**config.mk**
```make
export PLATFORM = sky130hd
export DESIGN_NAME = full_adder
export DESIGN_NICKNAME = d
export VERILOG_FILES = /design/src/rtl/full_adder.sv
export SDC_FILE = /design/constraint.sdc
export NUM_CORES = 1
export LEC_CHECK = 0
export CAP_MARGIN = 20
export CORE_AREA = 4 4 41 43
export DETAILED_ROUTE_END_ITERATION = 8
export DIE_AREA = 0 0 45 47
export GPL_TIMING_DRIVEN = 0
export PLACE_DENSITY = 0.34
export SLEW_MARGIN = 20
export SYNTH_ARGS = -nofsm -noshare
export SYNTH_HDL_FRONTEND = slang
export SYNTH_SLANG_ARGS = --single-unit
```
**constraint.sdc**
```tcl
create_clock -name clk -period 3.3 [get_ports clk]
set_input_delay 0.495 -clock clk [delete_from_list [all_inputs] [get_ports clk]]
set_output_delay 0.495 -clock clk [all_outputs]
set_load 0.01 [all_outputs]
```
**src/rtl/full_adder.sv**
```systemverilog
// Single-bit full adder with registered sum/cout and an optional bit-serial
// mode in which an internal carry flop replaces cin (operands stream LSB first).
module full_adder #(
    parameter bit SER_EN = 1'b1
) (
    input  logic clk,
    input  logic rst_n,
    output logic sum,
    output logic cout,
    input  logic cin,
    input  logic a,
    input  logic b,
    input  logic en,
    input  logic ser,
    input  logic clr,
    output logic sum_q,
    output logic cout_q,
    output logic carry_q
);

    logic c;

    // Combinational path must not depend on the clock so instances can chain.
    assign c    = (SER_EN && ser) ? carry_q : cin;
    assign sum  = a ^ b ^ c;
    assign cout = (a & b) | (a & c) | (b & c);

    // NOTE: sequential state uses non-blocking assignments so every flop samples pre-edge values.
    always_ff @(posedge clk or negedge rst_n) begin
        if (!rst_n) begin
            sum_q  <= 1'b0;
            cout_q <= 1'b0;
        end else if (en) begin
            sum_q  <= sum;
            cout_q <= cout;
        end
    end

    // clr wins over en; with serial mode compiled out the carry flop stays at 0.
    always_ff @(posedge clk or negedge rst_n) begin
        if (!rst_n) begin
            carry_q <= 1'b0;
        end else if (clr || !SER_EN) begin
            carry_q <= 1'b0;
        end else if (en) begin
            carry_q <= cout;
        end
    end

endmodule

```
==> results of run 1 <==
==> synth_stat cells <==
cell,number,area [um2]
a21oi_2,1,8.76
inv_1,1,3.75
mux2_4,1,15.0
nand2b_1,1,6.26
fa_1,1,20.0
mux2_2,1,11.3
nand2_1,1,3.75
dfrtp_1,3,75.1
o21ai_0,1,5.00
==> logic make-up (layout without fill, tap and decap cells) <==
kind of cell | count (synthesis) | count (layout)
adder cells (fa/ha/maj) | 1 | 1
AND/OR/NAND/NOR | 2 | 2
AO/OA/AOI/OAI | 2 | 2
buffers and inverters | 1 | 17
multiplexers | 2 | 2
flip-flops | 3 | 3
==> report_power, final <==
part	switching, mW	internal [mW]
combinational	0.0142	0.0285
clock	0.0189	0.0453
sequential	0.00321	0.0419
==> flip-flops by register name, summed over array words and instances (netlist names) <==
signal / flops
carry_q: 1
sum_q: 1
cout_q: 1
==> routing by layer <==
layer  part of all wire  vias to the layer above  wire [um]  GRT usage
li1                   -                       67          -          -
met5                  0                        -          0          0
met4                  0                        0          0     0.0702
met3               0.11                        0         43     0.0345
met1               0.44                       63        169     0.0411
met2               0.45                       12        171     0.0678
==> path summary, 6_finish.rpt <==
check	endpoint	slack, ns	cells after the start
setup / recovery	sum	0.45	4
hold / removal	sum_q	0.44	1
setup reg to reg	sum_q	1.78	3
hold reg to reg	cout_q	0.52	2
max in group asynchronous	carry_q	2.71	1
min in group clk	cout_q	0.52	2
==> worst max-delay path, stage by stage <==
cell,delay [ns]
clkdlybuf4s50_1,0.47
mux2_2,0.34
fa_1,0.51
clkdlybuf4s50_1,0.54
==> stage by stage <==
step           power [mW]  setup slack [ns]
2_1_floorplan      0.0608              1.45
3_3_place_gp       0.0888             0.446
3_5_place_dp       0.0890             0.445
4_1_cts             0.156             0.433
5_1_grt             0.163             0.412
6_report            0.152             0.452
==> layout make-up <==
type / instances / area share
inverters: 1 / 0.0120
well taps: 15 / 0.0598
repair buffers: 12 / 0.382
clock buffers: 4 / 0.0837
multi-input cells: 7 / 0.223
flip-flops and latches: 3 / 0.239
==> impl_metrics.env, run 1 <==
export IMPL_outcome="completed"
export IMPL_layout_nets=37
export IMPL_grt_usage=0.0498
export IMPL_synth_xor_area_frac=0
export IMPL_cts_max_path_buffers=2
export IMPL_seqCellArea_um2=75.1
export IMPL_worst_slew_pin_transition_ns=0.150
export IMPL_viasPerCell=3.38
export IMPL_syn_num_nets=20
export IMPL_p_leak_nw=0.129
export IMPL_wl_per_cell_um=9.14
export IMPL_synth_fa_ha_area_frac=0.134
export IMPL_fp_row_count=13
export IMPL_place_area_um2=288
export IMPL_dieArea_mm2=0.00212
export IMPL_wl_um=384
export IMPL_tns_ns=0
export IMPL_slew_viol_final=0
export IMPL_ant_nets=0
export IMPL_cp_max_fo=2
export IMPL_initial_core_util=0.114
export IMPL_p_per_area_mw_per_mm2=484
export IMPL_drc=0
export IMPL_drt_iter0_drc=2
export IMPL_worstPathRequired_ns=2.80
export IMPL_fmax_mhz=351
export IMPL_final_area_um2=314
export IMPL_hold_ws_ns=0.445
export IMPL_yosysSeqAreaShare=0.504
export IMPL_syn_mean_instance_area_um2=13.5
export IMPL_antenna_found_initial=0
export IMPL_path_clk_slew_ns=0.04
export IMPL_grt_pass1_wl_um=634
export IMPL_cts_resized=0
export IMPL_synth_top_family_by_area="multiplexers"
export IMPL_syn_area_um2=149
export IMPL_worstSetupPathType="input port to primary output"
export IMPL_post_route_period_util=0.863
export IMPL_peakVddDrop_uv=158
export IMPL_grt_setup_unrepaired="no"
export IMPL_hold_path_class="input port to asynchronous set/reset pin"
export IMPL_final_common_cell="clkdlybuf4s50_1"
export IMPL_crit_path_start_kind="input port"
export IMPL_grt_pass1_vias=165
export IMPL_crit_path_end_kind="primary output"
export IMPL_cts_sinks=3
export IMPL_multi_input_area_um2=70.1
export IMPL_drive_gt1_frac=0.222
export IMPL_ctsHoldBuffers=0
export IMPL_r2r_start="carry_q"
export IMPL_fill_cells=150
export IMPL_stdcell_count=42
export IMPL_postSynthCellCount=11
export IMPL_cts_buffers_inserted=3
export IMPL_fin_util=0.241
export IMPL_post_cts_buffers=0
export IMPL_synth_cell_types=9
export IMPL_die_width_um=45
export IMPL_relSlewSlack=0.900
export IMPL_dr_total_vias=142
export IMPL_synthMuxAreaShare=0.176
export IMPL_clock_latency_ns=0.23
export IMPL_n_antenna_cell=0
export IMPL_synth_compound_area_frac=0.0924
export IMPL_placed_cells=38
export IMPL_hold_viol_final=0
export IMPL_cp_arrival_ns=2.35
export IMPL_root_buffer="clkbuf_4"
export IMPL_fp_dieH_um=47
export IMPL_hpwl_um=324
export IMPL_cap_violations=0
export IMPL_fin_skew_ns=0.000548
export IMPL_cp_startpoint="ser"
export IMPL_overflow=0
export IMPL_htreeDepth=1
export IMPL_core_area_mm2=0.00130
export IMPL_ioPinCount=13
export IMPL_fin_crit_ns=2.85
export IMPL_numPortBuffers=12
export IMPL_yosys_warnings=0
export IMPL_grt_max_degree=5
export IMPL_cts_tree="done"
export IMPL_place_congestion=0.638
export IMPL_yosys_area_share_simple=0.0672
export IMPL_setup_violations_final=0
export IMPL_first_pass_iters=2
export IMPL_final_cell_mix="clkdlybuf4s50_1 (12), dfrtp_1 (3), clkbuf_4 (3)"
export IMPL_syn2layout_area_growth_pct=111
export IMPL_ys_ff_latch=3
(Power assumes the default switching activity.)
==> run 2, diff against run 1 <==
--- a/config.mk
+++ b/config.mk
@@ -5,12 +5,14 @@
 export SDC_FILE = /design/constraint.sdc
 export NUM_CORES = 1
 export LEC_CHECK = 0
+export ABC_AREA = 1
 export CAP_MARGIN = 20
 export CORE_AREA = 4 4 41 43
 export DETAILED_ROUTE_END_ITERATION = 8
 export DIE_AREA = 0 0 45 47
 export GPL_TIMING_DRIVEN = 0
 export PLACE_DENSITY = 0.34
+export REMOVE_ABC_BUFFERS = 1
 export SLEW_MARGIN = 20
 export SYNTH_ARGS = -nofsm -noshare
 export SYNTH_HDL_FRONTEND = slang
==> impl_metrics.env, run 2 <==
export IMPL_outcome="completed"
export IMPL_crit_slowest_cell="clkdlybuf4s50_1"
export IMPL_grt_pass1_wl_um=731
export IMPL_post_route_period_util=0.796
export IMPL_die_width_um=45
export IMPL_grt_usage=0.0530
export IMPL_drive_gt1_frac=0.0882
export IMPL_dr_total_vias=173
export IMPL_syn_mean_instance_area_um2=8.48
export IMPL_path_cells="clkdlybuf4s50_1 -> o21ai_0 -> fa_1 -> clkdlybuf4s50_1"
export IMPL_ys_ff_latch=3
export IMPL_cts_resized=0
export IMPL_stdcell_count=49
export IMPL_synthTopCellsByArea="dfrtp_1 (49%), fa_1 (13%), nand2_1 (12%), o21ai_0 (9.8%), inv_1 (9.8%)"
export IMPL_grt_pass1_vias=199
export IMPL_slew_viol_final=0
export IMPL_clock_latency_ns=0.23
export IMPL_fp_row_count=13
export IMPL_setup_violations_final=0
export IMPL_p_per_area_mw_per_mm2=458
export IMPL_postSynthCellCount=18
export IMPL_antenna_found_initial=0
export IMPL_fp_dieH_um=47
export IMPL_cp_max_fo=2
export IMPL_drt_iter0_drc=3
export IMPL_cp_arrival_ns=2.13
export IMPL_crit_path_end_kind="primary output"
export IMPL_viasPerCell=3.53
export IMPL_cts_max_path_buffers=2
export IMPL_cts_sinks=3
export IMPL_hold_viol_final=0
export IMPL_cts_tree="done"
export IMPL_cap_violations=0
export IMPL_syn_area_um2=153
export IMPL_worstPathRequired_ns=2.80
export IMPL_core_area_mm2=0.00130
export IMPL_fmax_mhz=381
export IMPL_relSlewSlack=0.869
export IMPL_syn2layout_area_growth_pct=108
export IMPL_grt_max_degree=7
export IMPL_cpMostUsedCell="clkdlybuf4s50_1"
export IMPL_post_cts_buffers=0
export IMPL_first_pass_iters=2
export IMPL_fill_cells=165
export IMPL_wl_um=441
export IMPL_crit_path_start_kind="input port"
export IMPL_ctsHoldBuffers=0
export IMPL_root_buffer="clkbuf_4"
export IMPL_wl_per_cell_um=9.00
export IMPL_overflow=0
export IMPL_ant_nets=0
export IMPL_synth_top_area_share=0.492
export IMPL_worst_slew_pin_transition_ns=0.194
export IMPL_cpPeakStageDelay_ns=0.54
export IMPL_drc=0
export IMPL_cts_buffers_inserted=3
export IMPL_layout_nets=44
export IMPL_ioPinCount=13
export IMPL_fin_crit_ns=2.63
export IMPL_n_antenna_cell=0
export IMPL_yosysSeqAreaShare=0.492
export IMPL_hpwl_um=368
export IMPL_totalPowerFinal_uw=146
export IMPL_async_flop_share=1.00
export IMPL_yosys_top_cells_count="nand2_1 (5), inv_1 (4), dfrtp_1 (3), o21ai_0 (3)"
export IMPL_placed_cells=45
export IMPL_initial_core_util=0.117
export IMPL_path_clk_slew_ns=0.04
export IMPL_synth_edf_count=0
export IMPL_yosysTopAreaCell="dfrtp_1"
export IMPL_p_leak_nw=0.145
export IMPL_dieArea_mm2=0.00212
export IMPL_final_cell_mix="clkdlybuf4s50_1 (12), nand2_1 (5), inv_1 (4)"
export IMPL_hold_path_class="input port to asynchronous set/reset pin"
export IMPL_synth_flop_cell="dfrtp_1"
export IMPL_fin_skew_ns=0.00655
export IMPL_seqCellArea_um2=75.1
export IMPL_grt_setup_unrepaired="no"
export IMPL_worstSetupPathType="input port to primary output"
export IMPL_synth_cell_types=7
export IMPL_final_common_cell="clkdlybuf4s50_1"
export IMPL_peakVddDrop_uv=209
export IMPL_yosys_warnings=0
export IMPL_numPortBuffers=12
export IMPL_htreeDepth=1
export IMPL_multi_input_area_um2=62.6
export IMPL_place_congestion=0.606
export IMPL_yosys_cell_count_top_type="nand2_1"
export IMPL_top_regs="carry_q (1), cout_q (1), sum_q (1)"
export IMPL_tns_ns=0
-- run 2: cell types whose count changed in the layout (fill, tap and decap cells not counted) --
cell,previous run,this run
inv_1,1,4
nor2_1,0,1
nand3_1,0,1
nand2_1,1,5
o21ai_0,1,3
mux2_2,1,0
a21oi_2,1,0
nand2b_1,1,0
mux2_4,1,0
-- run 2: power breakdown --
group | switching (mW) | internal [mW] | total (mW)
sequential | 0.00230 | 0.0412 | 0.0435
clock | 0.0185 | 0.0452 | 0.0637
combinational | 0.0147 | 0.0237 | 0.0385
total | 0.0355 | 0.110 | 0.146
-- run 2: final cells by class --
type / count / area share
timing repair buffer: 12 / 0.378
sequential: 3 / 0.236
multi-input combinational: 11 / 0.197
clock buffer: 4 / 0.0827
tap: 15 / 0.0591
inverter: 4 / 0.0472
-- run 2: cell families (layout without fill, tap and decap cells) --
family / count (synthesis) / in the layout / share of synthesized area
AO/OA/AOI/OAI: 3 / 3 / 0.0983
adder cells (fa/ha/maj): 1 / 1 / 0.131
flip-flops: 3 / 3 / 0.492
buffers and inverters: 4 / 20 / 0.0983
AND/OR/NAND/NOR: 7 / 7 / 0.180
-- run 2: worst paths after layout --
path / endpoint / from / depth (start not counted) / slack, ns
worst max-delay path: sum / ser / 4 / 0.67
worst min-delay path: sum_q / rst_n / 1 / 0.44
worst max register to register: sum_q / carry_q / 5 / 2.00
worst min register to register: carry_q / carry_q / 2 / 0.52
max in group asynchronous: carry_q / rst_n / 1 / 2.71
min in group clk: carry_q / carry_q / 2 / 0.52
-- run 2: critical path, delay by kind of cell --
kind,cells,cell delay [ns]
AOI/OAI and AO/OA,1,0.11
adders and majority gates,1,0.52
buffers and inverters,2,1.01
-- run 2: layer usage --
| metal | vias up | GRT usage | part of all wire |
|---|---|---|---|
| li1 | 87 | - | - |
| met2 | 7 | 0.0819 | 0.56 |
| met4 | 0 | 0.0175 | 0 |
| met1 | 79 | 0.0524 | 0.37 |
| met5 | - | 0 | 0 |
| met3 | 0 | 0.0460 | 0.070 |
-- run 2: stage by stage --
| step | setup slack, ns | util | hold WS [ns] | area (um2) |
|---|---|---|---|---|
| finish | 0.673 | 0.244 | 0.443 | 318 |
| floorplan | 1.63 | - | 0.199 | 153 |
| detailed placement | 0.658 | 0.224 | 0.524 | 292 |
| global route | 0.581 | 0.244 | 0.444 | 318 |
| global placement | 0.665 | 0.224 | 0.515 | 292 |
| CTS | 0.655 | 0.244 | 0.440 | 318 |
